## src/rtl/anc_sequencer.sv

```systemverilog
// Per-sample scheduler for the noise-cancelling datapath: buffer advance, settle,
// LMS update, FIR, then a registered speaker sample. Also flags overruns and stalled engines.
module anc_sequencer #(
    parameter int WIDTH          = 16,
    parameter int SETTLE_CYCLES  = 2,
    parameter int TIMEOUT_CYCLES = 1500
) (
    input  logic                    clk_in,
    input  logic                    rst_in,
    input  logic                    sample_pulse_in,
    input  logic                    nc_on_in,
    output logic                    sampler_ready_out,
    output logic                    lms_start_out,
    input  logic                    lms_done_in,
    output logic                    fir_start_out,
    input  logic                    fir_done_in,
    input  logic signed [WIDTH-1:0] fir_sample_in,
    output logic signed [WIDTH-1:0] speaker_out,
    output logic                    speaker_valid_out,
    output logic                    busy_out,
    output logic [7:0]              overrun_count_out,
    output logic                    timeout_out,
    output logic [2:0]              state_out
);

    localparam int TW_RAW = $clog2(TIMEOUT_CYCLES + 1);
    localparam int TW     = (TW_RAW > 4) ? TW_RAW : 4;
    localparam logic [TW-1:0] SETTLE_LAST  = TW'(SETTLE_CYCLES - 1);
    localparam logic [TW-1:0] TIMEOUT_LAST = TW'(TIMEOUT_CYCLES - 1);

    typedef enum logic [2:0] {
        ST_IDLE    = 3'd0,
        ST_CAPTURE = 3'd1,
        ST_SETTLE  = 3'd2,
        ST_LMS_RUN = 3'd3,
        ST_FIR_RUN = 3'd4,
        ST_OUTPUT  = 3'd5
    } state_t;

    state_t          state_q, state_d;
    logic            run_nc_q, run_nc_d;
    logic [TW-1:0]   timer_q, timer_d;
    logic            timeout_hit;

    logic                    sampler_ready_q, sampler_ready_d;
    logic                    lms_start_q, lms_start_d;
    logic                    fir_start_q, fir_start_d;
    logic signed [WIDTH-1:0] speaker_q, speaker_d;
    logic                    speaker_valid_q, speaker_valid_d;
    logic                    busy_q, busy_d;
    logic [7:0]              overrun_q, overrun_d;
    logic                    timeout_q, timeout_d;

    // State register
    always_ff @(posedge clk_in) begin
        if (!rst_in) begin
            state_q  <= ST_IDLE;
            run_nc_q <= 1'b0;
            timer_q  <= '0;
        end else begin
            state_q  <= state_d;
            run_nc_q <= run_nc_d;
            timer_q  <= timer_d;
        end
    end

    // Next state; the shared timer restarts from zero on every state change
    always_comb begin
        state_d     = state_q;
        run_nc_d    = run_nc_q;
        timer_d     = '0;
        timeout_hit = 1'b0;
        unique case (state_q)
            ST_IDLE: begin
                if (sample_pulse_in) begin
                    state_d  = ST_CAPTURE;
                    run_nc_d = nc_on_in;
                end
            end
            ST_CAPTURE: begin
                state_d = run_nc_q ? ST_SETTLE : ST_OUTPUT;
            end
            ST_SETTLE: begin
                if (timer_q == SETTLE_LAST) begin
                    state_d = ST_LMS_RUN;
                end else begin
                    timer_d = timer_q + 1'b1;
                end
            end
            ST_LMS_RUN: begin
                if (lms_done_in) begin
                    state_d = ST_FIR_RUN;
                end else if (timer_q == TIMEOUT_LAST) begin
                    state_d     = ST_IDLE;
                    timeout_hit = 1'b1;
                end else begin
                    timer_d = timer_q + 1'b1;
                end
            end
            ST_FIR_RUN: begin
                if (fir_done_in) begin
                    state_d = ST_OUTPUT;
                end else if (timer_q == TIMEOUT_LAST) begin
                    state_d     = ST_IDLE;
                    timeout_hit = 1'b1;
                end else begin
                    timer_d = timer_q + 1'b1;
                end
            end
            ST_OUTPUT: begin
                if (sample_pulse_in) begin
                    state_d  = ST_CAPTURE;
                    run_nc_d = nc_on_in;
                end else begin
                    state_d = ST_IDLE;
                end
            end
            default: begin
                state_d = ST_IDLE;
            end
        endcase
    end

    // Outputs are computed from the upcoming state so they line up with state_out
    always_comb begin
        sampler_ready_d = (state_d == ST_CAPTURE);
        lms_start_d     = (state_d == ST_LMS_RUN) && (state_q != ST_LMS_RUN);
        fir_start_d     = (state_d == ST_FIR_RUN) && (state_q != ST_FIR_RUN);
        speaker_valid_d = (state_d == ST_OUTPUT);
        busy_d          = (state_d != ST_IDLE);
        timeout_d       = timeout_q | timeout_hit;

        speaker_d = speaker_q;
        if ((state_q == ST_FIR_RUN) && fir_done_in) begin
            speaker_d = fir_sample_in;
        end else if ((state_q == ST_CAPTURE) && !run_nc_q) begin
            speaker_d = '0;
        end

        overrun_d = overrun_q;
        if (sample_pulse_in && (state_q inside {ST_CAPTURE, ST_SETTLE, ST_LMS_RUN, ST_FIR_RUN})
            && (overrun_q != 8'hFF)) begin
            overrun_d = overrun_q + 8'd1;
        end
    end

    always_ff @(posedge clk_in) begin
        if (!rst_in) begin
            sampler_ready_q <= 1'b0;
            lms_start_q     <= 1'b0;
            fir_start_q     <= 1'b0;
            speaker_q       <= '0;
            speaker_valid_q <= 1'b0;
            busy_q          <= 1'b0;
            overrun_q       <= 8'd0;
            timeout_q       <= 1'b0;
        end else begin
            sampler_ready_q <= sampler_ready_d;
            lms_start_q     <= lms_start_d;
            fir_start_q     <= fir_start_d;
            speaker_q       <= speaker_d;
            speaker_valid_q <= speaker_valid_d;
            busy_q          <= busy_d;
            overrun_q       <= overrun_d;
            timeout_q       <= timeout_d;
        end
    end

    assign sampler_ready_out = sampler_ready_q;
    assign lms_start_out     = lms_start_q;
    assign fir_start_out     = fir_start_q;
    assign speaker_out       = speaker_q;
    assign speaker_valid_out = speaker_valid_q;
    assign busy_out          = busy_q;
    assign overrun_count_out = overrun_q;
    assign timeout_out       = timeout_q;
    assign state_out         = state_q;

endmodule

```

## config.mk

```make
export PLATFORM = sky130hd
export DESIGN_NAME = anc_sequencer
export DESIGN_NICKNAME = d
export VERILOG_FILES = /design/src/rtl/anc_sequencer.sv
export SDC_FILE = /design/constraint.sdc
export NUM_CORES = 1
export LEC_CHECK = 0
export ABC_AREA = 1
export CAP_MARGIN = 20
export CORE_MARGIN = 5
export CORE_UTILIZATION = 43
export CTS_CLUSTER_SIZE = 25
export DETAILED_ROUTE_END_ITERATION = 8
export GPL_ROUTABILITY_DRIVEN = 0
export PLACE_DENSITY = 0.78
export SYNTH_ARGS = -nofsm -noshare
export SYNTH_HDL_FRONTEND = slang
export SYNTH_SLANG_ARGS = --single-unit
```

## constraint.sdc

```tcl
create_clock -name clk_in -period 1.3 [get_ports clk_in]
set_input_delay 0.39 -clock clk_in [delete_from_list [all_inputs] [get_ports clk_in]]
set_output_delay 0.39 -clock clk_in [all_outputs]
set_load 0.05 [all_outputs]
```

==> flow_summary.yaml <==
grt:
  grt_pass1_vias: 2169
  grt_usage_pct: 20.7
  antenna_found_initial: 0
  overflow: 0
  grt_pass1_wl_um: 10100
  grt_max_degree: 26
hold_path:
  hp-class: "reg2reg"
synthesis:
  yosysWarnings: 0
  seq_area_frac_synth_pct: 44.0
  synth_area_per_cell_um2: 7.61
  synth_fp_nets: 294
  ys_ff_latch: 45
  synth_cell_types: 27
  syn_area_mm2: 0.00205
  synth_cells: 269
critical_path:
  cpPeakStageDelay_ns: 0.39
  crit_path_end_kind: "register"
  startpoint_type: "register"
  crit_fanout: 8
  cp_slowest_cell: "dfxtp_4"
  worstSetupPathType: "reg2reg"
  critical_path_required_ns: 1.54
  path_cells: "clkinvlp_4, nand2_2, inv_2, buf_6, o21ai_4, nand2_1, a21oi_2"
  arrival_ns: 1.72
power_and_ir_drop:
  p_leak_nw: 1.48
  netSwitchingFraction_pct: 38.7
  p_sw_w: 0.00204
  power_density_mw_per_mm2: 1420
  clkPwrFrac_pct: 20.0
  pwr-share-comb_pct: 47.5
  seq_power_share_pct: 32.6
  internal-power_w: 0.00323
  peakVddDrop_mv: 1.19
  total_power_w: 0.00527
cells_and_area:
  finish.utilization_pct: 79.9
  syn_to_final_growth_pct: 81.8
  fin_area_mm2: 0.00372
  layout-drive-gt1-share_pct: 45.7
  diodes: 0
  mostFrequentLayoutCells: "nand2_1 (46), buf_12 (36), buf_4 (35)"
  fillers: 270
  nets: 396
  multi_input_area_mm2: 0.00116
  regArea_um2: 937
  layout_commonest_cell: "nand2_1"
run_status:
  status: "finished with violations"
  violations: "negative setup slack"
cts:
  clk_latency_ns: 0.30
  cts_buffers: 5
  cts_tree: "yes"
  h-tree-depth: 2
  clockBufferDepth: 2
  cts_root_buffer: "clkbuf_8"
  clkTransAtPathRegs_ns: 0.09
  clock_sinks: 45
sta:
  timing.final.ws_setup_ns: -0.178
  tightest_slew_ns: 0.289
  fin_crit_sh_pct: 114
  fin_skew_ns: 0.0112
  rsz0062_at_grt: "yes"
  report.final.slew_viol_count: 0
  setup_viol: 41
  fin_crit_ns: 1.48
  relSlewSlack_pct: 80.5
  clock.fmax_ghz: 0.677
  hold_viol: 0
drt:
  viasPerCell: 5.33
  vias: 2269
  ant_nets: 0
  first_pass_iters: 4
  drc: 0
  routedWlPerCell_um: 16.1
  drtIter0Drc: 169
  wl_um: 6860
floorplanning:
  boundaryPins: 55
  dieHeight_um: 79.0
  num_rows: 25
  start_util_pct: 43.9
  core_area_mm2: 0.00466
  die_width_um: 79.0
  dieArea_mm2: 0.00624
placement:
  portBuffers: 54
  post-place-ws_ns: -0.360
  hpwl_um: 4250
  dpl_cell_area_mm2: 0.00324
run:
  cap_violations: 0
==> flip-flops by register name, indices dropped and copies added (netlist names) <==
name,cells
fir_start_out,1
timeout_out,1
sampler_ready_out,1
run_nc_q,1
speaker_valid_out,1
lms_start_out,1
timer_q,11
busy_out,1
overrun_count_out,8
state_out,3
speaker_out,16
==> repair_timing <==
action | in CTS | in global routing
pin swaps | 15 | 20
gates resized for setup | 36 | 32
hold endpoints to repair | 0 | 0
setup buffers | 10 | 12
endpoints found under the setup margin | 45 | 49
hold buffers | 0 | 0
==> per-stage QoR <==
step | hold WS, ns | setup TNS, ns | instances
final | 0.504 | -2.85 | 426
after global routing | 0.525 | -5.77 | 426
after CTS | 0.509 | -1.21 | 414
after detailed placement | 0.497 | -12.10 | 398
after global placement | 0.462 | -10.45 | 398
after floorplan | 0.416 | 0 | 269
==> metal layers <==
| layer | routed length, um | part of all wire [%] | up-vias | global-route usage (%) |
|---|---|---|---|---|
| li1 | - | - | 1087 | - |
| met3 | 457 | 6.7 | 18 | 4.88 |
| met1 | 2510 | 37 | 1066 | 23.0 |
| met2 | 3710 | 54 | 98 | 36.3 |
| met5 | 0 | 0 | - | 0 |
| met4 | 187 | 2.7 | 0 | 11.0 |
==> synthesized netlist by cell type <==
master    count  area share (%)
inv_1        23             4.2
inv_2         3            0.55
nand4_1      19             5.8
nand2_4       1            0.55
clkinv_1      1            0.18
buf_2         3            0.73
nor2_4        2             1.1
dfxtp_1      45              44
clkbuf_1      4            0.73
o21ai_0       3            0.73
nor3_1        4            0.98
xnor2_1       6             2.6
nand3_2       1            0.49
buf_6         1            0.55
o21a_1        1            0.37
xor2_1        7             3.0
nand3_4       1            0.86
o21ai_1       3            0.73
nor2_1       24             4.4
nand3_1      16             3.9
a21oi_1      25             6.1
buf_4         1            0.37
nand2_1      58              11
nor2_2       11             3.4
o21ai_2       2            0.86
ha_1          3             1.8
o21bai_1      1            0.37
==> worst paths after layout <==
check | from | end | slack (ns) | cells after the start
max | state_out[2]$_SDFF_PN0_ | overrun_count_out[7]$_SDFFE_PN0P_ | -0.18 | 7
min | speaker_out[9]$_SDFFE_PN0P_ | speaker_out[9]$_SDFFE_PN0P_ | 0.50 | 2
max reg2reg | state_out[2]$_SDFF_PN0_ | overrun_count_out[7]$_SDFFE_PN0P_ | -0.18 | 7
min reg2reg | speaker_out[9]$_SDFFE_PN0P_ | speaker_out[9]$_SDFFE_PN0P_ | 0.50 | 2
==> power groups by stage <==
| stage | Sequential [W] | Combinational, W | Clock (W) |
|---|---|---|---|
| floorplan | 0.00207 | 0.000716 | 0 |
| global placement | 0.00172 | 0.00190 | 0 |
| detailed placement | 0.00173 | 0.00195 | 0 |
| CTS | 0.00171 | 0.00219 | 0.00107 |
| global route | 0.00173 | 0.00263 | 0.00114 |
| finish | 0.00172 | 0.00250 | 0.00105 |
==> logic make-up after synthesis <==
| group | share of synthesized area [%] |
|---|---|
| and+or+nand+nor | 32.1 |
| DFF | 44.0 |
| buffers and inverters | 7.33 |
| AOI/OAI and AO/OA | 9.17 |
| xor gates and xnor gates | 5.56 |
| adders and majority gates | 1.83 |
==> layout make-up <==
type,count,area share [%]
sequential,45,25.2
tap,54,1.82
multi-input combinational,188,31.3
clock inverter,1,0.202
inverter,27,2.89
timing repair buffer,104,35.7
clock buffer,7,2.89
==> critical path: cells and delay by family, from the launching register on <==
kind / cells / cell delay, ns
AOI/OAI and AO/OA: 2 / 0.42
DFF: 1 / 0.39
buffers and inverters: 3 / 0.36
and+or+nand+nor: 2 / 0.25
No activity file was read; power rests on OpenSTA's default activity.
